$ cat src/rtl/instr_encoder.sv
// Encodes assembler fields into 32-bit words, buffers them and writes them to sequential imem addresses.
// Word lands on imem one cycle after acceptance; in_ready drops when the buffer is full. Optional macro: ENC_RANGE_CHECK_EN.
module instr_encoder #(
    parameter int ADDR_W     = 8,
    parameter int FIFO_DEPTH = 4
) (
    input  logic               clk,
    input  logic               rst,
    input  logic               start,
    input  logic [ADDR_W-1:0]  base_addr,
    input  logic               finish,
    input  logic               in_valid,
    output logic               in_ready,
    input  logic [3:0]         mnem,
    input  logic [3:0]         rd,
    input  logic [3:0]         rn,
    input  logic [3:0]         rm,
    input  logic signed [11:0] imm,
    output logic               imem_we,
    output logic [ADDR_W-1:0]  imem_addr,
    output logic [31:0]        imem_wdata,
    input  logic               imem_ready,
    output logic               busy,
    output logic               done,
    output logic               ovf,
    output logic               err_illegal,
    output logic               err_range,
    output logic [ADDR_W:0]    count
);
    localparam int AW = $clog2(FIFO_DEPTH);

    typedef enum logic [1:0] {S_IDLE, S_LOAD, S_DRAIN, S_DONE} state_t;

    state_t            r_state, w_next;
    logic [31:0]       r_mem [FIFO_DEPTH];
    logic [AW:0]       r_wr, r_rd;
    logic [ADDR_W-1:0] r_ptr;
    logic [ADDR_W:0]   r_count;
    logic              r_ovf, r_err_illegal;

    logic [3:0]  w_op, w_rd, w_rn, w_rm;
    logic [11:0] w_imm12;
    logic [31:0] w_word;
    logic        w_legal, w_short, w_range_bad;
    logic        w_empty, w_full, w_busy, w_fire, w_push;
    logic        w_wr_done, w_last, w_start, w_flush;

    always_comb begin
        w_op    = 4'b0000;
        w_rd    = rd;
        w_rn    = rn;
        w_rm    = rm;
        w_imm12 = 12'd0;
        w_legal = 1'b1;
        w_short = 1'b0;
        case (mnem)
            4'd0: w_op = 4'b0000;
            4'd1: w_op = 4'b0001;
            4'd2: begin w_op = 4'b0010; w_rm = 4'd0; w_imm12 = imm[11:0]; end
            4'd3: begin w_op = 4'b0011; w_rm = 4'd0; w_imm12 = imm[11:0]; end
            4'd4: w_op = 4'b0100;
            4'd5: begin
                w_op    = 4'b0110;
                w_rm    = 4'd0;
                w_imm12 = {{4{imm[7]}}, imm[7:0]};
                w_short = 1'b1;
            end
            4'd6: begin
                w_op    = 4'b1000;
                w_rd    = 4'd0;
                w_rn    = 4'd0;
                w_rm    = 4'd0;
                w_imm12 = {{4{imm[7]}}, imm[7:0]};
                w_short = 1'b1;
            end
            4'd7: w_op = 4'b1001;
            default: w_legal = 1'b0;
        endcase
        w_word = {w_op, w_rd, w_rn, w_rm, 4'b0000, w_imm12};
    end

`ifdef ENC_RANGE_CHECK_EN
    // Short immediates must be representable in 8 signed bits: imm[11:7] all equal.
    assign w_range_bad = w_short && !((&imm[11:7]) || ~(|imm[11:7]));
`else
    assign w_range_bad = 1'b0;
`endif

    assign w_empty   = (r_wr == r_rd);
    assign w_full    = (r_wr[AW-1:0] == r_rd[AW-1:0]) && (r_wr[AW] != r_rd[AW]);
    assign w_busy    = (r_state == S_LOAD) || (r_state == S_DRAIN);
    assign in_ready  = (r_state == S_LOAD) && !w_full;
    assign w_fire    = in_valid && in_ready;
    assign w_push    = w_fire && w_legal && !w_range_bad;
    assign imem_we   = w_busy && !w_empty;
    assign w_wr_done = imem_we && imem_ready;
    assign w_last    = w_wr_done && (r_ptr == '1);
    assign w_start   = start && ((r_state == S_IDLE) || (r_state == S_DONE));
    assign w_flush   = w_start || w_last;

    always_ff @(posedge clk) begin
        if (w_push) r_mem[r_wr[AW-1:0]] <= w_word;
    end

    // Flush on a new program or on address overflow discards whatever is queued.
    always_ff @(posedge clk) begin
        if (rst || w_flush) begin
            r_wr <= '0;
            r_rd <= '0;
        end else begin
            if (w_push)    r_wr <= r_wr + 1'b1;
            if (w_wr_done) r_rd <= r_rd + 1'b1;
        end
    end

    always_ff @(posedge clk) begin
        if (rst) r_state <= S_IDLE;
        else     r_state <= w_next;
    end

    always_comb begin
        w_next = r_state;
        case (r_state)
            S_IDLE, S_DONE: if (start) w_next = S_LOAD;
            S_LOAD: begin
                if (w_last)      w_next = S_DONE;
                else if (finish) w_next = S_DRAIN;
            end
            S_DRAIN: if (w_last || w_empty) w_next = S_DONE;
            default: w_next = S_IDLE;
        endcase
    end

    always_ff @(posedge clk) begin
        if (rst) begin
            r_ptr         <= '0;
            r_count       <= '0;
            r_ovf         <= 1'b0;
            r_err_illegal <= 1'b0;
        end else if (w_start) begin
            r_ptr         <= base_addr;
            r_count       <= '0;
            r_ovf         <= 1'b0;
            r_err_illegal <= 1'b0;
        end else begin
            if (w_wr_done) begin
                r_count <= r_count + 1'b1;
                if (r_ptr != '1) r_ptr <= r_ptr + 1'b1;
            end
            if (w_last)              r_ovf         <= 1'b1;
            if (w_fire && !w_legal)  r_err_illegal <= 1'b1;
        end
    end

`ifdef ENC_RANGE_CHECK_EN
    logic r_err_range;
    always_ff @(posedge clk) begin
        if (rst || w_start)            r_err_range <= 1'b0;
        else if (w_fire && w_range_bad) r_err_range <= 1'b1;
    end
    assign err_range = r_err_range;
`else
    assign err_range = 1'b0;
`endif

    assign imem_addr   = r_ptr;
    assign imem_wdata  = imem_we ? r_mem[r_rd[AW-1:0]] : 32'd0;
    assign busy        = w_busy;
    assign done        = (r_state == S_DONE);
    assign ovf         = r_ovf;
    assign err_illegal = r_err_illegal;
    assign count       = r_count;
endmodule

$ cat config.mk
export PLATFORM = sky130hd
export DESIGN_NAME = instr_encoder
export DESIGN_NICKNAME = d
export VERILOG_FILES = /design/src/rtl/instr_encoder.sv
export SDC_FILE = /design/constraint.sdc
export NUM_CORES = 1
export LEC_CHECK = 0
export BUFFER_PORTS_ARGS = -buffer_cell sky130_fd_sc_hd__buf_2
export CAP_MARGIN = 20
export CORE_UTILIZATION = 61
export CTS_CLUSTER_SIZE = 20
export DETAILED_ROUTE_END_ITERATION = 8
export GPL_TIMING_DRIVEN = 1
export PLACE_DENSITY = 0.91
export SYNTH_ARGS = -nofsm -noshare
export SYNTH_HDL_FRONTEND = slang
export SYNTH_SLANG_ARGS = --single-unit
export TNS_END_PERCENT = 100
$ cat constraint.sdc
create_clock -name clk -period 3.3 [get_ports clk]
set_input_delay 0.495 -clock clk [delete_from_list [all_inputs] [get_ports clk]]
set_output_delay 0.495 -clock clk [all_outputs]
set_load 0.01 [all_outputs]
# Word level (Yosys, flattened, before mapping)
# Memories as Yosys holds them, arrays and structs flattened. A register that Yosys moved wholly into a read port is not among the register bits.
# Index checks and enable logic that the tools add are counted.
# op_classes
add_sub_neg,4
eq_ne,18
muxes,19
n_reduce_logical,29
# op_table
operator,count
32-bit 2-to-1 mux,1
4-bit one-hot mux with 7 select lines,1
8-bit 2-to-1 mux,3
12-bit one-hot mux with 2 select lines,1
"4-bit by 3-bit == test with 1-bit output, second input constant",4
2-bit 2-to-1 mux,6
4-bit 2-to-1 mux,3
"9-bit by 1-bit adder with 9-bit output, second input constant",1
1-bit logical AND,9
"8-bit by 1-bit adder with 8-bit output, second input constant",1
"4-bit by 2-bit == test with 1-bit output, second input constant",2
"8-bit == test, second input constant",1
"8-bit != test, second input constant",1
2-bit OR reduction,4
8-bit OR reduction,1
"3-bit by 1-bit adder with 3-bit output, second input constant",2
2-bit one-hot mux with 3 select lines,1
1-bit logical OR,5
"2-bit == test, second input constant",2
"4-bit by 1-bit == test with 1-bit output, second input constant",1
4-bit logical NOT,1
2-bit nonzero test,2
4-bit OR reduction,1
3-bit == test,1
11 further kinds,15
# word_totals
regBits,27
ram_bits,112
input_bits,42
output_inout_bits,56
memories,1
# mem_list
name,depth,word_bits,rd,rd_clocked_by_memory_dff,wr,line_no,source
r_mem,4,28,1,1,1,35,logic [31:0] r_mem [FIFO_DEPTH];

# Longest topological paths before layout
# depth
ltp_word,8
depth_mapped,9
mapped_depth_nobuf,8

# Least setup slack after synthesis
# No wires, ideal clock.
# synth_path
path_kind,input -> register
start,input mnem[3]
end,memory r_mem[3][0] (netlist name) (enable)
setup_ns,0.389
arrival_time_ns,1.992
required_ns,2.911
slack_ns,0.919
stages,4
path_buffers,1
path_cell_list,buf_2 > nand2b_1 > a311oi_2 > and2_1
# synth_between
elab_chain_cells,6
elab_cells_between_ends,13
# synth_lines
element,line_no,source
from (decl),14,"input logic [3:0] mnem,"
"4-bit by 3-bit == test with 1-bit output, or another cell as far along",56,case (mnem)
8-bit OR reduction (no line) (*),-,
1-bit 2-to-1 mux (*),56,
1-bit logical AND (*),94,assign w_push = w_fire && w_legal && !w_range_bad;
1-bit 2-to-1 mux (*),102,if (w_push) r_mem[r_wr[AW-1:0]] <= w_word;
1-bit 2-to-1 mux (not written as such) (*),102,
to (decl),35,
# Every way passes the cells marked *; elsewhere a longest branch is shown, timed or not.

# Final worst setup path
# layout_path
start,register r_state[0]
end,output imem_wdata[23]
# layout_between
elab_chain_cells,4
elab_cells_between_ends,5
# layout_lines
element,line_no,source
from (decl),34,"state_t r_state, w_next;"
from (signal assigned),118,else r_state <= w_next;
2-bit by 1-bit == test with 1-bit output / 2-bit == test (equally long branches),91,assign w_busy = (r_state == S_LOAD) || (r_state == S_DRAIN);
1-bit logical OR (*),91,
1-bit logical AND (*),95,assign imem_we = w_busy && !w_empty;
32-bit 2-to-1 mux (*),167,assign imem_wdata = imem_we ? r_mem[r_rd[AW-1:0]] : 32'd0;
to (decl),21,"output logic [31:0] imem_wdata,"
# Marked as above.

==> key figures <==
Worst setup path
  • Crit path from: r_state[0]
  • Crit path arrival time: 2.39 ns
  • Setup CP Type: reg -> out
  • Worst Reg-to-Reg Cells: 6
  • R2R Setup Slk: 1.03 ns
  • CP Launch Type: register
  • R2R Path End: r_rd[1]
  • CP max FO: 32
  • Worst reg2reg path startpoint: r_state[0]
  • CP required: 2.80 ns
  • CP Capture Type: output port
  • Critical Path Sink: imem_wdata[23]

Power and ir drop
  • Leak: 0.00267 µW
  • Power density over cell area: 608 nW/µm²
  • Max IR drop VDD: 0.000465 V

Placed design
  • Placed Area: 6660 µm²
  • Routability Congestion: 0.888
  • HPWL Detailed: 7530 µm
  • Post-Place Cells: 618
  • IO Port Bufs: 92
  • Worst slack, placed: 0.722 ns

Timing
  • TNS Setup: 0 ns
  • Final worst path period share: 87.4%
  • Clock Skew: 0.00750 ns
  • Final hold violation count: 0
  • Minimum clock period: 2.88 ns
  • Final setup violation count: 0
  • F_max: 347 MHz
  • RSZ-0062 raised after global routing: false
  • Slew headroom: 44.8%
  • Slew Viols, Final: 0
  • Worst slew pin tran: 0.824 ns
  • Final worst setup slack: 0.415 ns

GRT
  • First-pass GRT wire length: 19,300 µm
  • Initial antenna violation count: 0
  • All-Layer GR Usage: 25.7%
  • Vias in the first global route: 3,801
  • Total grt overflow: 0
  • Largest net degree at the start of global routing: 33

Floorplanning
  • Starting Density: 62.4%
  • Die Span Y: 102 µm
  • Core area: 9730 µm²
  • Die W: 102 µm
  • Rows: 36
  • Die ar.: 10,400 µm²
  • Top Ports: 98

Logic synthesis
  • Yosys warnings: 0
  • Main synth FF type: edfxtp_1
  • Syn Inst Count: 402
  • Async SR Flop Fraction: 0%
  • Count of unique library cells instantiated by Yosys: 46
  • Post-synth EDFFs: 112
  • Synth Cell Area: 6070 µm²
  • Synth Register Bits: 141
  • Syn Area/Cell: 15.1 µm²
  • Seq/Total Area, Yosys: 64.9%

Route
  • Initial drt markers: 248
  • Post-DR wirelength/cell: 18.8 µm
  • Via count: 3,732
  • First-pass detailed-route iteration total: 5
  • Routed WL: 12,200 µm
  • Vias per std cell: 5.74
  • Detail Route Antenna Nets: 0
  • Residual DRC: 0

Clock network
  • # hold bufs at CTS: 0
  • Post-cts gate resize count: 0
  • TritonCTS buffer count: 17
  • Worst-Skew Late Latency: 0.52 ns
  • CTS max path bufs: 2
  • Clk pin slew, worst setup/hold paths: 0.06 ns
  • CTS tree: built
  • Postcts setup bufs: 0
  • Clock sink total: 141
  • Root Buffer: clkbuf_8
  • H-tree depth: 4

Finish
  • Ant diodes: 0
  • Commonest non-fill, non-tap cell in the layout: edfxtp_1
  • Nets: 556
  • Post-route insts no fill: 650
  • Layout cells sized above 1: 32.1%
  • Most frequent cells in the layout: edfxtp_1, buf_2, and2_1, mux4_2, dfxtp_1
  • Design area: 7230 µm²
  • Area grow syn2layout: 19.0%

Flow run
  • Max-Cap Viols: 0

Status
  • Status: completed

Min path
  • Hold path depth: 2
  • HP Class: in -> reg
metrics by stage:
stage          utilization (%)  hold slack, ns  power, µW
6_report                  74.3           0.185       4400
5_1_grt                   74.3           0.170       4560
3_3_place_gp              68.4           0.452       2570
4_1_cts                   74.3           0.164       4410
3_5_place_dp              68.4           0.465       2600
2_1_floorplan                -           0.503       2430
cell usage after synthesis (all sizes together), types with 4 or more instances:
library cell  instances  area share, %
inv                   9           0.56
xor2                 10            2.0
nand4                 5           0.52
a31oi                 4           0.41
edfxtp              112             55
clkbuf                7           0.43
o21ai                 8           0.66
a21oi                19            1.6
nand2                17            1.1
nor2                 23            1.5
mux4                 28             10
ha                   10            2.1
buf                  12            1.2
xnor2                10            1.4
nand3                 9           0.74
nor2b                21            2.2
and2                 39            4.0
dfxtp                29            9.6
report_power, final:
| group | leakage (µW) | internal, µW | total, µW | switching (µW) |
|---|---|---|---|---|
| Combinational | 0.00113 | 204 | 517 | 313 |
| Sequential | 0.00126 | 2000 | 2060 | 63.1 |
| Clock | 0.000281 | 1140 | 1820 | 684 |
| Total | 0.00267 | 3340 | 4400 | 1060 |
flip-flops by register name, summed over array words and instances, names as in the netlist, named ones only:
name / flops
err_illegal: 1
r_rd: 3
r_wr: 3
ovf: 1
count: 9
r_state: 2
imem_addr: 8
r_mem: 112
critical path, stage by stage, from the launching register on:
cell     delay [ns]
dfxtp_1        0.38
inv_1          0.06
ha_1           0.37
inv_1          0.17
o31ai_4        0.13
inv_2          0.38
and2_1         0.22
buf_2          0.14
layout make-up:
cell class                      count  area (µm²)
Sequential cell                   141        3950
Clock buffer                       18         418
Tap cell                          133         166
Inverter                            9        33.8
Clock inverter                     14         151
Multi-Input combinational cell    237        2010
Timing Repair Buffer               98         505
Fill cell                         615        2500
logic make-up after synthesis:
family,Yosys count,share of synthesized area (%)
AOI/OAI and AO/OA,45,5.13
xor gates and xnor gates,20,3.44
adders and majority gates,10,2.06
buffers and inverters,28,2.23
DFF,141,64.9
muxes,31,10.9
other,1,0.0618
and+or+nand+nor,126,11.3
metal layers:
metal / vias to the layer above / wire, µm / track usage, %
met1: 1859 / 4900 / 32.3
met4: 0 / 116 / 6.80
met2: 165 / 6400 / 43.9
li1: 1696 / - / -
met5: - / 0 / 0
met3: 12 / 769 / 7.25
how the worst min path moves through the flow:
stage                           start      endpoint  slack, ns
final                             rst  imem_addr[7]       0.19
after global routing              rst  imem_addr[7]       0.17
after CTS                         rst  imem_addr[7]       0.16
after detailed placement  err_illegal   err_illegal       0.47
after global placement    err_illegal   err_illegal       0.45
after floorplan              count[1]      count[1]       0.50
No activity file was read; power rests on OpenSTA's default activity.
